==> config.mk <==
export PLATFORM = sky130hd
export DESIGN_NAME = crop_frame_sequencer
export DESIGN_NICKNAME = d
export VERILOG_FILES = /design/src/rtl/crop_pkg.sv /design/src/rtl/axis_reg_slice.sv /design/src/rtl/crop_frame_sequencer.sv
export SDC_FILE = /design/constraint.sdc
export NUM_CORES = 1
export LEC_CHECK = 0
export CELL_PAD_IN_SITES_DETAIL_PLACEMENT = 1
export CELL_PAD_IN_SITES_GLOBAL_PLACEMENT = 2
export CORE_ASPECT_RATIO = 1.2
export CORE_UTILIZATION = 33
export DETAILED_ROUTE_END_ITERATION = 7
export GPL_TIMING_DRIVEN = 0
export PLACE_DENSITY = 0.91
export SYNTH_ARGS = -nofsm -noshare
export SYNTH_HDL_FRONTEND = slang
export SYNTH_SLANG_ARGS = --single-unit
==> constraint.sdc <==
create_clock -name ap_clk -period 3 [get_ports ap_clk]
set_clock_uncertainty 0.05 [all_clocks]
set_input_delay 0.3 -clock ap_clk [delete_from_list [all_inputs] [get_ports ap_clk]]
set_output_delay 0.3 -clock ap_clk [all_outputs]
set_load 0.1 [all_outputs]
==> src/rtl/crop_pkg.sv <==
//==============================================================================
// Module  : crop_pkg
// Brief   : Shared types and default dimensions for the crop frame sequencer.
// Revision: 1.0 - initial release
//==============================================================================
`default_nettype none

package crop_pkg;

   localparam int c_fp_total = 16;
   localparam int c_in_rows  = 100;
   localparam int c_in_cols  = 160;
   localparam int c_out_rows = 48;
   localparam int c_out_cols = 48;

   typedef logic [c_fp_total-1:0] pixel_t;

   typedef enum logic [1:0] {
      ST_IDLE   = 2'd0,
      ST_KICK   = 2'd1,
      ST_STREAM = 2'd2,
      ST_DRAIN  = 2'd3
   } crop_state_t;

endpackage

`default_nettype wire

==> src/rtl/axis_reg_slice.sv <==
//==============================================================================
// Module  : axis_reg_slice
// Brief   : One-entry valid/ready output register; loads while being drained.
// Revision: 1.0 - initial release
//==============================================================================
`default_nettype none

module axis_reg_slice #(
   parameter int WIDTH = 16
) (
   input  logic             ap_clk,
   input  logic             ap_rst_n,
   input  logic [WIDTH-1:0] i_s_data,
   input  logic             i_s_valid,
   output logic             o_s_ready,
   output logic [WIDTH-1:0] o_m_data,
   output logic             o_m_valid,
   input  logic             i_m_ready
);

   logic [WIDTH-1:0] r_data;
   logic             r_valid;

   assign o_s_ready = !r_valid || i_m_ready;
   assign o_m_data  = r_data;
   assign o_m_valid = r_valid;

   always_ff @(posedge ap_clk or negedge ap_rst_n) begin
      if (!ap_rst_n) begin
         r_data  <= '0;
         r_valid <= 1'b0;
      end else if (i_s_valid && o_s_ready) begin
         r_data  <= i_s_data;
         r_valid <= 1'b1;
      end else if (i_m_ready) begin
         r_valid <= 1'b0;
      end
   end

endmodule

`default_nettype wire

==> src/rtl/crop_frame_sequencer.sv <==
//==============================================================================
// Module  : crop_frame_sequencer
// Brief   : Forwards a per-frame crop window of a raster frame to the core and
//           sequences the core's ap_start/ap_done block handshake.
// Revision: 1.0 - initial release
//==============================================================================
`default_nettype none

module crop_frame_sequencer
   import crop_pkg::*;
#(
   parameter  int FP_TOTAL = c_fp_total,
   parameter  int IN_ROWS  = c_in_rows,
   parameter  int IN_COLS  = c_in_cols,
   parameter  int OUT_ROWS = c_out_rows,
   parameter  int OUT_COLS = c_out_cols,
   localparam int YW       = $clog2(IN_ROWS),
   localparam int XW       = $clog2(IN_COLS)
) (
   input  logic                ap_clk,
   input  logic                ap_rst_n,
   input  logic                start,
   input  logic [YW-1:0]       cfg_y1,
   input  logic [XW-1:0]       cfg_x1,
   output logic                busy,
   output logic                frame_done,
   output logic                cfg_err,
   input  logic [FP_TOTAL-1:0] s_tdata,
   input  logic                s_tvalid,
   output logic                s_tready,
   output logic [FP_TOTAL-1:0] m_tdata,
   output logic                m_tvalid,
   input  logic                m_tready,
   output logic                dut_ap_start,
   input  logic                dut_ap_ready,
   input  logic                dut_ap_done
);

   // One extra bit keeps origin + crop size free of overflow in all compares.
   localparam logic [YW:0]   c_rows_w   = (YW+1)'(IN_ROWS);
   localparam logic [XW:0]   c_cols_w   = (XW+1)'(IN_COLS);
   localparam logic [YW:0]   c_crop_h   = (YW+1)'(OUT_ROWS);
   localparam logic [XW:0]   c_crop_w   = (XW+1)'(OUT_COLS);
   localparam logic [YW-1:0] c_last_row = YW'(IN_ROWS-1);
   localparam logic [XW-1:0] c_last_col = XW'(IN_COLS-1);

   crop_state_t   r_state;
   crop_state_t   w_state_nxt;
   logic [YW-1:0] r_row;
   logic [YW-1:0] r_y1;
   logic [XW-1:0] r_col;
   logic [XW-1:0] r_x1;
   logic          r_done_seen;

   logic w_cfg_bad;
   logic w_accept;
   logic w_in_win;
   logic w_last_px;
   logic w_s_hs;
   logic w_slice_valid;
   logic w_slice_ready;

   assign w_cfg_bad = (({1'b0, cfg_y1} + c_crop_h) > c_rows_w) ||
                      (({1'b0, cfg_x1} + c_crop_w) > c_cols_w);

   assign w_in_win  = (r_row >= r_y1) && ({1'b0, r_row} < ({1'b0, r_y1} + c_crop_h)) &&
                      (r_col >= r_x1) && ({1'b0, r_col} < ({1'b0, r_x1} + c_crop_w));

   assign w_last_px = (r_row == c_last_row) && (r_col == c_last_col);
   assign w_s_hs    = s_tvalid && s_tready;
   assign busy      = (r_state != ST_IDLE);

   always_ff @(posedge ap_clk or negedge ap_rst_n) begin
      if (!ap_rst_n) begin
         r_state <= ST_IDLE;
      end else begin
         r_state <= w_state_nxt;
      end
   end

   always_comb begin
      w_state_nxt   = r_state;
      w_accept      = 1'b0;
      cfg_err       = 1'b0;
      frame_done    = 1'b0;
      dut_ap_start  = 1'b0;
      s_tready      = 1'b0;
      w_slice_valid = 1'b0;
      case (r_state)
         ST_IDLE: begin
            if (start) begin
               if (w_cfg_bad) begin
                  cfg_err = 1'b1;
               end else begin
                  w_accept    = 1'b1;
                  w_state_nxt = ST_KICK;
               end
            end
         end
         ST_KICK: begin
            dut_ap_start = 1'b1;
            if (dut_ap_ready) begin
               w_state_nxt = ST_STREAM;
            end
         end
         ST_STREAM: begin
            // Out-of-window pixels are always swallowed so the source never stalls on them.
            s_tready      = w_in_win ? w_slice_ready : 1'b1;
            w_slice_valid = w_in_win && s_tvalid;
            if (w_s_hs && w_last_px) begin
               w_state_nxt = ST_DRAIN;
            end
         end
         ST_DRAIN: begin
            if (!m_tvalid && r_done_seen) begin
               frame_done  = 1'b1;
               w_state_nxt = ST_IDLE;
            end
         end
         default: begin
            w_state_nxt = ST_IDLE;
         end
      endcase
   end

   always_ff @(posedge ap_clk or negedge ap_rst_n) begin
      if (!ap_rst_n) begin
         r_row <= '0;
         r_col <= '0;
         r_y1  <= '0;
         r_x1  <= '0;
      end else if (w_accept) begin
         r_row <= '0;
         r_col <= '0;
         r_y1  <= cfg_y1;
         r_x1  <= cfg_x1;
      end else if ((r_state == ST_STREAM) && w_s_hs && !w_last_px) begin
         if (r_col == c_last_col) begin
            r_col <= '0;
            r_row <= r_row + 1'b1;
         end else begin
            r_col <= r_col + 1'b1;
         end
      end
   end

   // Sticky so an ap_done arriving before the stream finishes is not lost.
   always_ff @(posedge ap_clk or negedge ap_rst_n) begin
      if (!ap_rst_n) begin
         r_done_seen <= 1'b0;
      end else if (w_accept) begin
         r_done_seen <= 1'b0;
      end else if ((r_state != ST_IDLE) && dut_ap_done) begin
         r_done_seen <= 1'b1;
      end
   end

   axis_reg_slice #(
      .WIDTH (FP_TOTAL)
   ) u_out_slice (
      .ap_clk    (ap_clk),
      .ap_rst_n  (ap_rst_n),
      .i_s_data  (s_tdata),
      .i_s_valid (w_slice_valid),
      .o_s_ready (w_slice_ready),
      .o_m_data  (m_tdata),
      .o_m_valid (m_tvalid),
      .i_m_ready (m_tready)
   );

endmodule

`default_nettype wire

==> reports/summary.txt <==
DRC violations left = 0
Crit path launch = r_x1[4]
Worst path slowest cell = buf_2
CTS tree = yes
Final hold violation count = 0
Mapped cell area = 3140 sq um
Syn Area/Cell = 10.1 sq um
WL/cell = 17.2 um
# H-tree levels = 2
Clock sinks = 50
R2R Path Start = r_col[4]
Yosys reg bits = 50
Pwr Total = 3.87 mW
Std-Cell Rows = 38
Adder-cell share of the synthesized area = 0.128
Post-synth cell types = 53
GPL Wtd Cong = 0.820
Xor/xnor share of the synthesized area = 0.0140
Die height = 109 um
Finished layout cell area = 4110 sq um
Root buffer cell = clkbuf_8
Vias = 2643
Critical Path Fanout Max = 4
Nature of the critical path endpoint = primary output
Die Area = 9900 sq um
Compound-gate portion of the synthesized area = 0.140
Met3 global-route usage = 0.0216
Met1 Use GR = 0.209
Async SR Flop Fraction = 1.00
Total global routing overflow = 0
Port bufs = 59
Worst VDD drop = 0.405 mV
Synth Area in Simple Gates = 0.162
Largest net degree at the start of global routing = 28
Met2 Use GR = 0.360
Crit path cell chain = inv_2, ha_4, xor2_1, ha_1, nand3_2, a21oi_2, a31oi_1, and4bb_4, a21oi_2, buf_2
Chip Width = 91 um
Worst r2r path cells = 10
Reg-to-reg endpoint = u_out_slice.o_m_data[3]
Area Growth Syn to Fin = 31.0%
Total CTS buffers = 5
Tightest Pin Transition = 995 ps
Diodes inserted = 0
Fin nets = 459
EDFF count, synth = 0
Period minus WS final = 2900 ps
Starting DRC count in detailed routing = 68
Antenna violations before repair = 0
Max-Cap Viols = 0
Synth Net Count = 382
Fraction of synthesized area in multiplexers = 0.105
Sequential area share after synthesis = 0.399
Routed Antenna Nets = 0
Crit path to = s_tready
GR peak layer = met2
Slew Limit Fails = 0
Critical Path Most Common Cell = a21oi_2
Final period util = 0.967
Slowest stage delay, CP = 440 ps
Post-Route Utilization = 0.450
Status = completed
Initial Utilization = 0.344
DR vias/cell = 5.19
Total wire length = 8760 um
WP data arrival = 2550 ps
Fmax = 345 MHz
Power per Cell Area = 941 nW/um^2
Fraction of layout cells with a size suffix above 1 = 0.188
DR pass1 iterations = 5
Worst endpoint required time = 2650 ps
Post-synth top flop = dfrtp_1
I/O pin count = 60
Leak = 1.87 nW
Setup CP Type = reg -> out
Max_slew headroom = 0.335
Synth warnings = 0
GRT Total Usage = 0.184
Clock-pin slew on the worst setup and hold paths = 90 ps
CTS max path bufs = 2
Clk Latency, worst-skew pair = 310 ps
Placed cell area = 3900 sq um
Main combinational cell family by area after synthesis = simple AND/OR/NAND/NOR gates
Crit path launch type = register
Setup violators final = 0
Vias in the first global route = 2880
First-pass GRT wire length = 14300 um
Worst Hold Class = reg -> reg
Post-Syn Instances = 312
Area of the core = 9130 sq um
DP Wirelength = 6880 um
FF-to-FF setup slack = 110 ps
-- worst max-delay path, delay by kind of cell (launching register included) --
family	cells	cell delay (ps)
buf+inv	2	520
fa+ha+maj	2	470
xor+xnor	1	140
compound gates	3	370
flops	1	400
simple gates	2	340
-- what timing repair did --
action / 4_1_cts / 5_1_grt
setup endpoints to repair: 28 / 41
gates resized for setup: 15 / 16
hold buffers: 1 / 0
pin swaps: 1 / 7
setup buffers: 2 / 7
endpoints found under the hold margin: 26 / 0
-- layout make-up --
cell class	count	area [sq um]
sequential	50	1250
fill	1065	5020
buffer	8	66.3
clock buffer	6	72.6
timing repair buffer	70	679
multi-input combinational	227	1780
clock inverter	1	7.51
inverter	27	101
tap	120	150
-- sequential cells by signal, summed over array words and instances, names as in the netlist --
name and cells:
u_out_slice.o_m_data 16, r_col 8, r_x1 8, r_row 7
r_y1 7, r_state 2, r_done_seen 1, u_out_slice.o_m_valid 1
-- cells in the mapped netlist, types with 2 or more instances --
cell type,number,area share
a21o_1,4,0.0096
a21oi_1,22,0.035
buf_6,2,0.0072
clkbuf_1,4,0.0048
dfrtp_1,50,0.40
ha_1,32,0.13
inv_1,27,0.032
mux2_2,12,0.043
mux2_4,11,0.053
mux2i_1,3,0.0096
nand2_1,23,0.028
nand2b_1,2,0.0040
nand3_1,13,0.021
nand4_1,5,0.010
nor2_1,17,0.020
nor2b_1,9,0.018
nor3_1,5,0.0080
nor4_1,5,0.010
o21a_1,2,0.0048
o21ai_0,25,0.040
o31ai_1,2,0.0048
or4_1,3,0.0072
xnor2_1,2,0.0056
xor2_1,3,0.0084
-- layout by cell type (no fill, tap or decap), drive strengths merged, types with 4 or more instances in the layout --
cell type / synthesis / routed
nor2: 17 / 17
nor2b: 9 / 9
dfrtp: 50 / 50
a21oi: 23 / 23
clkbuf: 4 / 10
or4: 4 / 4
nand2: 23 / 23
inv: 27 / 27
a21o: 4 / 4
nor3: 5 / 5
ha: 32 / 32
mux2: 23 / 23
o21ai: 26 / 26
nand4: 5 / 5
buf: 4 / 16
clkdlybuf4s50: 0 / 56
nand3: 13 / 13
nor4: 5 / 5
-- worst min-delay path by stage --
stage	startpoint	end	slack (ps)	cells past startpoint
2_1_floorplan	ap_rst_n	r_col[0]	-50	0
4_1_cts	u_out_slice.o_m_data[8]	u_out_slice.o_m_data[8]	460	1
6_report	u_out_slice.o_m_data[8]	u_out_slice.o_m_data[8]	460	1
3_5_place_dp	ap_rst_n	u_out_slice.o_m_data[10]	320	1
3_3_place_gp	u_out_slice.o_m_data[15]	u_out_slice.o_m_data[15]	440	1
5_1_grt	u_out_slice.o_m_data[4]	u_out_slice.o_m_data[4]	480	1
-- cell families (layout without fill, tap and decap cells) --
kind of cell             Yosys count  count (layout)
buffers and inverters             35             112
XOR/XNOR                           5               5
AO/OA/AOI/OAI                     70              70
adder cells (fa/ha/maj)           32              32
AND/OR/NAND/NOR                   94              94
flip-flops                        50              50
multiplexers                      26              26
-- metal layers --
metal	up-vias	part of all wire
met1	1327	0.41
met5	-	0
met4	0	0.017
li1	1265	-
met2	37	0.56
met3	14	0.017
-- where the power goes --
group          leakage, nW  total [mW]  internal (mW)  switching (mW)
combinational         1.19        2.39          0.822            1.57
clock               0.0373       0.387          0.161           0.226
sequential           0.644        1.08          0.908           0.176
-- per-stage QoR --
| step | hold WS [ps] | setup WS (ps) | setup TNS (ps) | instances |
|---|---|---|---|---|
| 2_1_floorplan | -45.6 | 192 | 0 | 312 |
| 3_3_place_gp | 437 | -384 | -8390 | 491 |
| 3_5_place_dp | 320 | -471 | -12470 | 492 |
| 4_1_cts | 465 | 2.70 | 0 | 502 |
| 5_1_grt | 479 | -16.2 | -82.7 | 509 |
| 6_report | 460 | 99.4 | 0 | 509 |
Power figures use the tool's default switching activity.
